===== config.mk =====
export PLATFORM = sky130hd
export DESIGN_NAME = reg_write_tracer
export DESIGN_NICKNAME = d
export VERILOG_FILES = /design/src/rtl/reg_write_tracer.sv
export SDC_FILE = /design/constraint.sdc
export NUM_CORES = 1
export LEC_CHECK = 0
export CORE_MARGIN = 1.5
export CORE_UTILIZATION = 25
export DETAILED_ROUTE_END_ITERATION = 6
export PLACE_DENSITY = 0.66
export SYNTH_ARGS = -nofsm -noshare
export SYNTH_HDL_FRONTEND = slang
export SYNTH_SLANG_ARGS = --single-unit
export TNS_END_PERCENT = 20

===== constraint.sdc =====
create_clock -name clock -period 1.9 [get_ports clock]
set_input_delay 0.57 -clock clock [delete_from_list [all_inputs] [get_ports clock]]
set_output_delay 0.57 -clock clock [all_outputs]
set_load 0.005 [all_outputs]

===== src/rtl/reg_write_tracer.sv =====
// Captures regfile writes seen during a run, tagged with the run cycle.
module reg_write_tracer #(
  parameter int unsigned CYCLE_W = 8
) (
  input  logic               clock,
  input  logic               reset,
  input  logic               i_run,
  input  logic               i_rwe,
  input  logic [4:0]         i_rd,
  input  logic [31:0]        i_rdata,
  input  logic [CYCLE_W-1:0] i_cycle,
  output logic               o_valid,
  output logic [CYCLE_W-1:0] o_cycle,
  output logic [4:0]         o_reg,
  output logic [31:0]        o_data
);

  logic w_hit;

  // Writes to r0 are architecturally discarded, so they are not traced.
  assign w_hit = i_run && i_rwe && (i_rd != 5'd0);

  // One-cycle valid pulse per traced write; payload holds until the next hit.
  always_ff @(posedge clock or negedge reset) begin
    if (!reset) begin
      o_valid <= 1'b0;
      o_cycle <= '0;
      o_reg   <= '0;
      o_data  <= '0;
    end else begin
      o_valid <= w_hit;
      if (w_hit) begin
        o_cycle <= i_cycle;
        o_reg   <= i_rd;
        o_data  <= i_rdata;
      end
    end
  end

endmodule


==> impl_metrics.env, run 1 <==
export IMPL_outcome="complete, no violations"
export IMPL_p_leak_uw=0.00130
export IMPL_synth_area_um2=1740
export IMPL_peakVddDrop_mv=0.291
export IMPL_start_util_pct=25.8
export IMPL_cts_hold_buf=0
export IMPL_clockPowerShare_pct=23.6
export IMPL_synth_top_area_share_pct=66.0
export IMPL_syn_avg_cell_area_um2=17.1
export IMPL_worstPathArrival_ps=2050
export IMPL_die_w_um=86.5
export IMPL_relSlewSlack_pct=70.6
export IMPL_largest_reg_flops=32
export IMPL_critPathLaunchType="input pin"
export IMPL_power_share_sequential_pct=48.9
export IMPL_period_minus_slack_ps=1870
export IMPL_drt_wirelength_per_cell_um=14.5
export IMPL_synth_top_cell_by_area="dfrtp_1"
export IMPL_crit_type="input pin to flop"
export IMPL_clock_sinks=46
export IMPL_antenna_found_initial=0
export IMPL_finalWorstSetupSlack_ps=28.5
export IMPL_port_buffers=94
export IMPL_combPwrFrac_pct=27.5
export IMPL_nets=261
export IMPL_slew_violations=0
export IMPL_cts_tree="built"
export IMPL_grt_pass1_wl_um=6760
export IMPL_internal_power_uw=1900
export IMPL_cts_max_level=2
export IMPL_yosysSeqAreaShare_pct=66.0
export IMPL_finalSetupViolCount=0
export IMPL_first_pass_iters=2
export IMPL_fin_worst_skew_ps=0
export IMPL_final_antenna_net_count=0
export IMPL_ys_warn_count=0
export IMPL_fmax_mhz=534
export IMPL_p_sw_share_pct=22.6
export IMPL_syn_inst=102
export IMPL_yosysUniqueCellTypes=11
export IMPL_overflow=0
export IMPL_cp_max_fo=7
export IMPL_antenna_cells=0
export IMPL_die_y_um=86.5
export IMPL_worstSkewPairLatency_ps=290
export IMPL_first_global_vias=1341
export IMPL_num_rows=30
export IMPL_yosys_register_bits=46
export IMPL_hold_violations=0
export IMPL_synth_area_top_cells="dfrtp_1 66%, mux2_2 26%, buf_6 2.6%"
export IMPL_area_delta_synth_final_pct=72.5
export IMPL_syn_num_nets=151
export IMPL_place_ws_ps=-590
export IMPL_layout_drive_gt1_share_pct=31.3
export IMPL_worst_hold_path_type="input pin to asynchronous set/reset pin"
export IMPL_worst_pin_slew_ps=440
export IMPL_io_pins=95
export IMPL_dieArea_um2=7490
export IMPL_clock_path_buffers=2
export IMPL_clk_pin_slew_ps=80
export IMPL_fillers=620
export IMPL_drv_cap=0
export IMPL_drt_total_wl_um=4220
export IMPL_rsz0062_at_grt="false"
export IMPL_cts_root_buf="clkbuf_8"
export IMPL_grt_max_degree=21
export IMPL_track_usage_pct=11.9
export IMPL_numCtsBuffers=5
export IMPL_drt_iter0_drc=21
export IMPL_required_ps=2080
export IMPL_power_switching_uw=554
export IMPL_period_share_pct=98.5
export IMPL_gp_congestion=0.767
export IMPL_p_total_uw=2450
export IMPL_hold_slack_ps=209
export IMPL_drc=0
export IMPL_hpwl_um=2930
export IMPL_via_per_inst=4.35
export IMPL_via_count=1267
export IMPL_critPathCaptureType="flop"
export IMPL_core_um2=6760
export IMPL_power_density_nw_per_um2=815
-- per-stage QoR --
step	instances	TNS, ps	area [um^2]	util, %
after floorplan	102	-3380	1740	-
after global placement	280	-22560	2810	41.6
after detailed placement	280	-23040	2810	41.6
after CTS	291	0	3010	44.5
after global routing	291	0	3010	44.5
final	291	0	3010	44.5
-- repair_timing --
item / CTS / global route
pin swaps: 2 / 1
resized for setup: 29 / 0
buffers inserted: 3 / 0
gates cloned: 2 / 0
endpoints found under the setup margin: 40 / 25
-- worst max-delay path: stages --
cell and delay [ps]:
dlygate4sd2_1 240, or4_4 430, o21ai_4 190, buf_6 160, buf_16 130, mux2_2 320
-- kinds of logic after synthesis --
group / count (synthesis) / share of synthesized area (%)
muxes: 40 / 25.8
DFF: 46 / 66.0
and+or+nand+nor: 3 / 1.22
buffers and inverters: 6 / 3.01
AOI/OAI and AO/OA: 7 / 3.95
-- final timing paths --
path                                   startpoint                     end  slack (ps)  cells after the start
min in group clock           o_reg[4]$_DFFE_PN0P_    o_reg[4]$_DFFE_PN0P_         500                      1
hold reg to reg              o_reg[4]$_DFFE_PN0P_    o_reg[4]$_DFFE_PN0P_         500                      1
hold / removal                              reset   o_data[4]$_DFFE_PN0P_         210                      1
max in group asynchronous                   reset  o_data[31]$_DFFE_PN0P_        1100                      2
setup / recovery                          i_rd[3]  o_cycle[0]$_DFFE_PN0P_          30                      6
setup reg to reg           o_data[24]$_DFFE_PN0P_  o_data[24]$_DFFE_PN0P_        1140                      1
-- synth_stat cells (all sizes together) --
library cell and n:
clkbuf 1, buf 4, dfrtp 46, inv 1, a22o 5, o21ai 1
o41ai 1, or4 1, mux2 40, and2 1, nand2 1
-- area by class of cell --
class,count,area (um^2),area share [%]
repair buffers,108,1100,36.6
multi-input cells,50,571,19.0
clock buffers,6,82.6,2.74
inverters,1,3.75,0.125
flip-flops and latches,46,1150,38.3
well taps,80,100,3.33
-- power by group through the flow --
stage	sequential (uW)	combinational, uW	clock [uW]
2_1_floorplan	1230	170	0
3_3_place_gp	1210	632	0
3_5_place_dp	1220	642	0
4_1_cts	1200	689	612
5_1_grt	1220	725	651
6_report	1200	676	578
-- placed cells by master (no fill, tap or decap) --
cell / count
o21ai_4: 1
buf_12: 2
dlygate4sd2_1: 1
buf_4: 7
mux2_2: 32
clkbuf_8: 6
o41ai_1: 1
dfrtp_1: 46
inv_1: 1
buf_6: 3
a22o_1: 5
or4_4: 1
buf_16: 2
mux2_4: 8
buf_2: 4
clkdlybuf4s50_1: 89
nand2_1: 1
and2_1: 1
-- routing by layer --
layer / wire length (um) / GRT usage [%]
met1: 1720 / 14.4
met2: 2100 / 20.4
met4: 27 / 2.64
met5: 0 / 0
met3: 371 / 4.48
Power figures use the tool's default switching activity.
==> inputs of run 2 (changes only) <==
Settings changed: CORE_UTILIZATION 25 to 41, PLACE_DENSITY 0.66 to 0.94, SETUP_SLACK_MARGIN set to 0.4, SLEW_MARGIN set to 10.
==> run 2 against run 1 <==
The run now ends with negative setup slack left; setup slack got worse by 57 ps; sequential cell count unchanged; global-route usage increased by 11 points; non-clock buffer count increased by 6; sequential share of layout area decreased by 2.0 points; register-to-register slack got worse by 40 ps; power increased by 3.0%; critical path depth increased by 1; critical path type unchanged; critical endpoint is now o_cycle[7]$_DFFE_PN0P_; largest cell class is now buffers; highest routed layer unchanged.
==> impl_metrics.env, run 2 (synthesis gave the netlist of run 1 again) <==
export IMPL_drv_cap=0
export IMPL_path_depth=7
export IMPL_port_buffers=94
export IMPL_period_share_pct=101
export IMPL_p_total_uw=2530
export IMPL_first_pass_iters=4
export IMPL_met2WireLength_um=2790
export IMPL_cp_slowest_stage_delay_ps=550
export IMPL_worstSkewPairLatency_ps=290
export IMPL_via_count=1320
export IMPL_required_ps=2080
export IMPL_antenna_cells=0
export IMPL_layout_common_cells="46 x dfrtp_1, 43 x clkdlybuf4s50_1, 40 x mux2_4"
export IMPL_nets=267
export IMPL_r2r_cells=1
export IMPL_cp_max_fo=8
export IMPL_p_leak_uw=0.00156
export IMPL_slew_violations=0
export IMPL_hpwl_um=2920
export IMPL_power_density_nw_per_um2=796
export IMPL_final_common_cell="dfrtp_1"
export IMPL_crit_type="input pin to flop"
export IMPL_dr_wl_met3_um=380
export IMPL_period_minus_slack_ps=1930
export IMPL_hold_violations=0
export IMPL_cts_root_buf="clkbuf_8"
export IMPL_clock_sinks=46
export IMPL_drc=0
export IMPL_finalWorstSetupSlack_ps=-28.2
export IMPL_wl_met1_um=1850
export IMPL_die_w_um=68.2
export IMPL_dieArea_um2=4650
export IMPL_layout_drive_gt1_share_pct=41.6
export IMPL_grt_max_degree=27
export IMPL_drt_iter0_drc=36
export IMPL_cts_max_level=2
export IMPL_fmax_mhz=519
export IMPL_critPathLaunchType="input pin"
export IMPL_highest_layer="met4"
export IMPL_largest_reg_flops=32
export IMPL_crit_top_cell="buf_12"
export IMPL_rsz0062_at_grt="true"
export IMPL_drt_wirelength_per_cell_um=18.9
export IMPL_relSlewSlack_pct=67.5
export IMPL_cts_hold_buf=0
export IMPL_drt_total_wl_um=5090
export IMPL_track_usage_pct=22.6
export IMPL_die_y_um=68.2
export IMPL_finalSetupViolCount=21
export IMPL_final_antenna_net_count=0
export IMPL_first_global_vias=1449
export IMPL_start_util_pct=43.0
export IMPL_core_um2=4060
export IMPL_fillers=231
export IMPL_worst_hold_path_type="input pin to asynchronous set/reset pin"
export IMPL_worst_pin_slew_ps=488
export IMPL_io_pins=95
export IMPL_num_rows=23
export IMPL_critPathCaptureType="flop"
export IMPL_dp_cells=249
export IMPL_area_delta_synth_final_pct=81.9
export IMPL_peakVddDrop_mv=0.583
export IMPL_violations="negative setup slack"
export IMPL_numCtsBuffers=5
export IMPL_outcome="finished, violations left"
export IMPL_cp_top_family="simple AND/OR/NAND/NOR gates"
export IMPL_via_per_inst=4.91
export IMPL_slowest_stage="or4_4"
export IMPL_grt_pass1_wl_um=7340
export IMPL_worstPathArrival_ps=2110
export IMPL_gp_congestion=0.671
export IMPL_antenna_found_initial=0
export IMPL_overflow=0
export IMPL_instances_no_fill=269
export IMPL_worstPathCellList="buf_6, or4_4, o21ai_4, buf_12, buf_12, buf_12, mux2_4"
export IMPL_cp_buffers_inverters=4
export IMPL_clock_path_buffers=2
export IMPL_clk_pin_slew_ps=80
export IMPL_cts_tree="built"
export IMPL_fin_worst_skew_ps=0
export IMPL_finalSetupTns_ps=-242
-- run 2: cell types whose count changed in the layout (fill, tap and decap cells not counted), sizes merged --
cell,delta
clkdlybuf4s15,+30
buf,+5
clkinv,+1
dlygate4sd2,-1
clkdlybuf4s50,-46
clkbuf,+19
-- run 2: final cells by class --
| class | count | area (um^2) | share of cell area (%) |
|---|---|---|---|
| multi-input combinational | 50 | 693 | 21.8 |
| tap | 50 | 62.6 | 1.97 |
| timing repair buffer | 114 | 1170 | 36.9 |
| sequential | 46 | 1150 | 36.3 |
| clock buffer | 7 | 86.3 | 2.72 |
| inverter | 1 | 3.75 | 0.118 |
| clock inverter | 1 | 5.00 | 0.158 |
-- run 2: path summary, 6_finish.rpt --
path,startpoint,to,slack [ps]
setup / recovery,i_rd[2],o_cycle[7]$_DFFE_PN0P_,-30
hold / removal,reset,o_data[15]$_DFFE_PN0P_,220
max in group asynchronous,reset,o_reg[1]$_DFFE_PN0P_,1170
min in group clock,i_rd[1],o_reg[1]$_DFFE_PN0P_,500
setup reg to reg,o_cycle[7]$_DFFE_PN0P_,o_cycle[7]$_DFFE_PN0P_,1100
hold reg to reg,o_reg[1]$_DFFE_PN0P_,o_reg[1]$_DFFE_PN0P_,500
-- run 2: timing repair --
action | in CTS | in global routing
setup endpoints to repair | 91 | 60
gates cloned | 3 | 1
buffers inserted | 7 | 1
pin swaps | 2 | 2
hold endpoints to repair | 0 | 0
gates resized for setup | 145 | 29
-- run 2: power breakdown --
group	internal, uW	switching, uW
clock	294	309
sequential	1130	92.4
combinational	489	217
-- run 2: metal layers --
metal  global-route usage [%]  vias to the layer above
li1                         -                      597
met5                        0                        -
met1                     26.1                      658
met2                     38.8                       58
met3                     7.40                        7
met4                     8.50                        0
-- run 2: through the flow --
stage / setup slack (ps) / hold WS, ps / utilization, % / area [um^2]
2_1_floorplan: -95.0 / 274 / - / 1740
3_3_place_gp: -523 / 482 / 68.5 / 2780
3_5_place_dp: -560 / 490 / 68.5 / 2780
4_1_cts: -1.85 / 240 / 78.3 / 3180
5_1_grt: -55.2 / 262 / 78.2 / 3170
6_report: -28.2 / 224 / 78.2 / 3170
==> inputs of run 3 (changes only) <==
Settings changed: CELL_PAD_IN_SITES_DETAIL_PLACEMENT set to 1, CELL_PAD_IN_SITES_GLOBAL_PLACEMENT set to 2, CORE_UTILIZATION 41 to 26, PLACE_DENSITY 0.94 to 0.9, TNS_END_PERCENT 20 to unset.
==> run 3 against run 2 <==
The flow finishes with violations (design-rule violations, negative setup slack); largest cell class unchanged; critical path type unchanged; cell area rose by 6.4%; die area rose by 55%; via count rose by 7.8%; critical path depth rose by 1; power rose by 2.8%; hold slack improved by 18 ps.
==> impl_metrics.env, run 3 (synthesis gave the netlist of run 1 again) <==
export IMPL_worst_hold_path_type="input pin to asynchronous set/reset pin"
export IMPL_slew_violations=0
export IMPL_cts_hold_buf=0
export IMPL_start_util_pct=27.2
export IMPL_critPathCaptureType="flop"
export IMPL_peakVddDrop_mv=0.321
export IMPL_crit_top_cell="buf_6"
export IMPL_area_delta_synth_final_pct=93.5
export IMPL_first_pass_iters=7
export IMPL_worstPathCellList="buf_8, or4_4, o21ai_4, buf_4, buf_6, buf_6, buf_12, mux2_4"
export IMPL_track_usage_pct=15.4
export IMPL_port_buffers=94
export IMPL_power_share_sequential_pct=46.4
export IMPL_internal_power_uw=1960
export IMPL_nets=295
export IMPL_period_share_pct=102
export IMPL_fillers=653
export IMPL_wl_met1_um=2220
export IMPL_finalSetupTns_ps=-921
export IMPL_p_sw_share_pct=24.6
export IMPL_critPathLaunchType="input pin"
export IMPL_dr_wl_met3_um=549
export IMPL_r2r_slack_ps=900
export IMPL_worstPathArrival_ps=2120
export IMPL_num_rows=29
export IMPL_hold_violations=0
export IMPL_met2WireLength_um=2670
export IMPL_r2r_cells=3
export IMPL_cts_tree="built"
export IMPL_outcome="finished, violations left"
export IMPL_die_w_um=84.9
export IMPL_crit_type="input pin to flop"
export IMPL_period_minus_slack_ps=1950
export IMPL_relSlewSlack_pct=78.3
export IMPL_highest_layer="met4"
export IMPL_clk_pin_slew_ps=80
export IMPL_drc=8
export IMPL_clock_path_buffers=2
export IMPL_final_common_cell="dfrtp_1"
export IMPL_layout_drive_gt1_share_pct=50.0
export IMPL_clockPowerShare_pct=21.9
export IMPL_multi_input_area_um2=693
export IMPL_worstReg2RegEnd="o_data[2]$_DFFE_PN0P_"
export IMPL_drt_iter0_drc=44
export IMPL_largest_reg_flops=32
export IMPL_hold_slack_ps=242
export IMPL_drt_total_wl_um=5460
export IMPL_register_area_um2=1150
export IMPL_rsz0062_at_grt="true"
export IMPL_cp_slowest_stage_delay_ps=550
export IMPL_power_switching_uw=639
export IMPL_drv_cap=0
export IMPL_via_per_inst=4.41
export IMPL_overflow=0
export IMPL_first_global_vias=1590
export IMPL_cp_max_fo=8
export IMPL_clock_sinks=46
export IMPL_numCtsBuffers=5
export IMPL_required_ps=2080
export IMPL_slowest_stage="or4_4"
export IMPL_drt_wirelength_per_cell_um=16.9
export IMPL_fmax_mhz=514
export IMPL_combPwrFrac_pct=31.7
export IMPL_grt_pass1_wl_um=8580
export IMPL_die_y_um=84.9
export IMPL_p_total_uw=2600
export IMPL_cts_max_level=2
export IMPL_io_pins=95
export IMPL_finalWorstSetupSlack_ps=-46.6
export IMPL_reg2reg_from="o_data[2]$_DFFE_PN0P_"
export IMPL_gp_congestion=0.711
export IMPL_place_ws_ps=-589
export IMPL_worstSkewPairLatency_ps=290
export IMPL_antenna_found_initial=0
export IMPL_fin_worst_skew_ps=0
export IMPL_via_count=1423
export IMPL_antenna_cells=0
export IMPL_violations="design-rule violations, negative setup slack"
export IMPL_grt_max_degree=47
export IMPL_dieArea_um2=7210
export IMPL_final_antenna_net_count=0
export IMPL_hpwl_um=3210
export IMPL_worst_pin_slew_ps=321
export IMPL_p_leak_uw=0.00169
export IMPL_cts_root_buf="clkbuf_8"
export IMPL_layout_common_cells="46 x dfrtp_1, 41 x clkdlybuf4s50_1, 40 x mux2_4"
export IMPL_finalSetupViolCount=35
export IMPL_power_density_nw_per_um2=769
export IMPL_core_um2=6420
-- run 3: stage by stage --
stage                     utilization [%]  instances  cell area, um^2
after floorplan                         -        102             1750
after global placement               43.8        277             2810
after detailed placement             43.8        277             2810
after CTS                            52.1        309             3340
after global routing                 52.6        323             3380
final                                52.6        323             3380
-- run 3: worst max-delay path: cells and delay by family --
kind / cells / cell delay (ps)
buffers and inverters: 5 / 550
and+or+nand+nor: 1 / 550
muxes: 1 / 300
AOI/OAI and AO/OA: 1 / 150
-- run 3: routing by layer --
metal	track usage, %	up-vias
met5	0	-
met4	2.24	0
met3	6.81	2
met2	25.3	69
met1	19.2	706
li1	-	646
-- run 3: final cells by class --
class	instances	area share (%)
multi-input cells	50	20.5
inverters	1	0.111
well taps	77	2.85
clock buffers	7	2.26
repair buffers	142	40.1
flip-flops and latches	46	34.1
-- run 3: power by group through the flow --
| stage | sequential, uW | clock [uW] | combinational (uW) |
|---|---|---|---|
| final | 1210 | 569 | 823 |
| after global routing | 1220 | 628 | 882 |
| after CTS | 1200 | 596 | 790 |
| after detailed placement | 1220 | 0 | 650 |
| after global placement | 1210 | 0 | 637 |
| after floorplan | 1230 | 0 | 172 |
-- run 3: what timing repair did --
action                                 4_1_cts  5_1_grt
resized for setup                          166       32
setup buffers                               22       14
pin swaps                                    2        4
setup endpoints to repair                   91       69
endpoints found under the hold margin        0        0
cloned                                       3        0
-- run 3: worst max path at each step --
stage	startpoint	endpoint	slack [ps]	cells past startpoint
finish	i_rd[2]	o_data[22]$_DFFE_PN0P_	-50	8
global route	i_rd[2]	o_data[29]$_DFFE_PN0P_	-70	8
CTS	i_rd[3]	o_data[30]$_DFFE_PN0P_	-60	8
detailed placement	i_rd[2]	o_data[30]$_DFFE_PN0P_	-590	5
global placement	i_rd[2]	o_data[13]$_DFFE_PN0P_	-540	5
floorplan	i_rd[3]	o_cycle[6]$_DFFE_PN0P_	-100	4
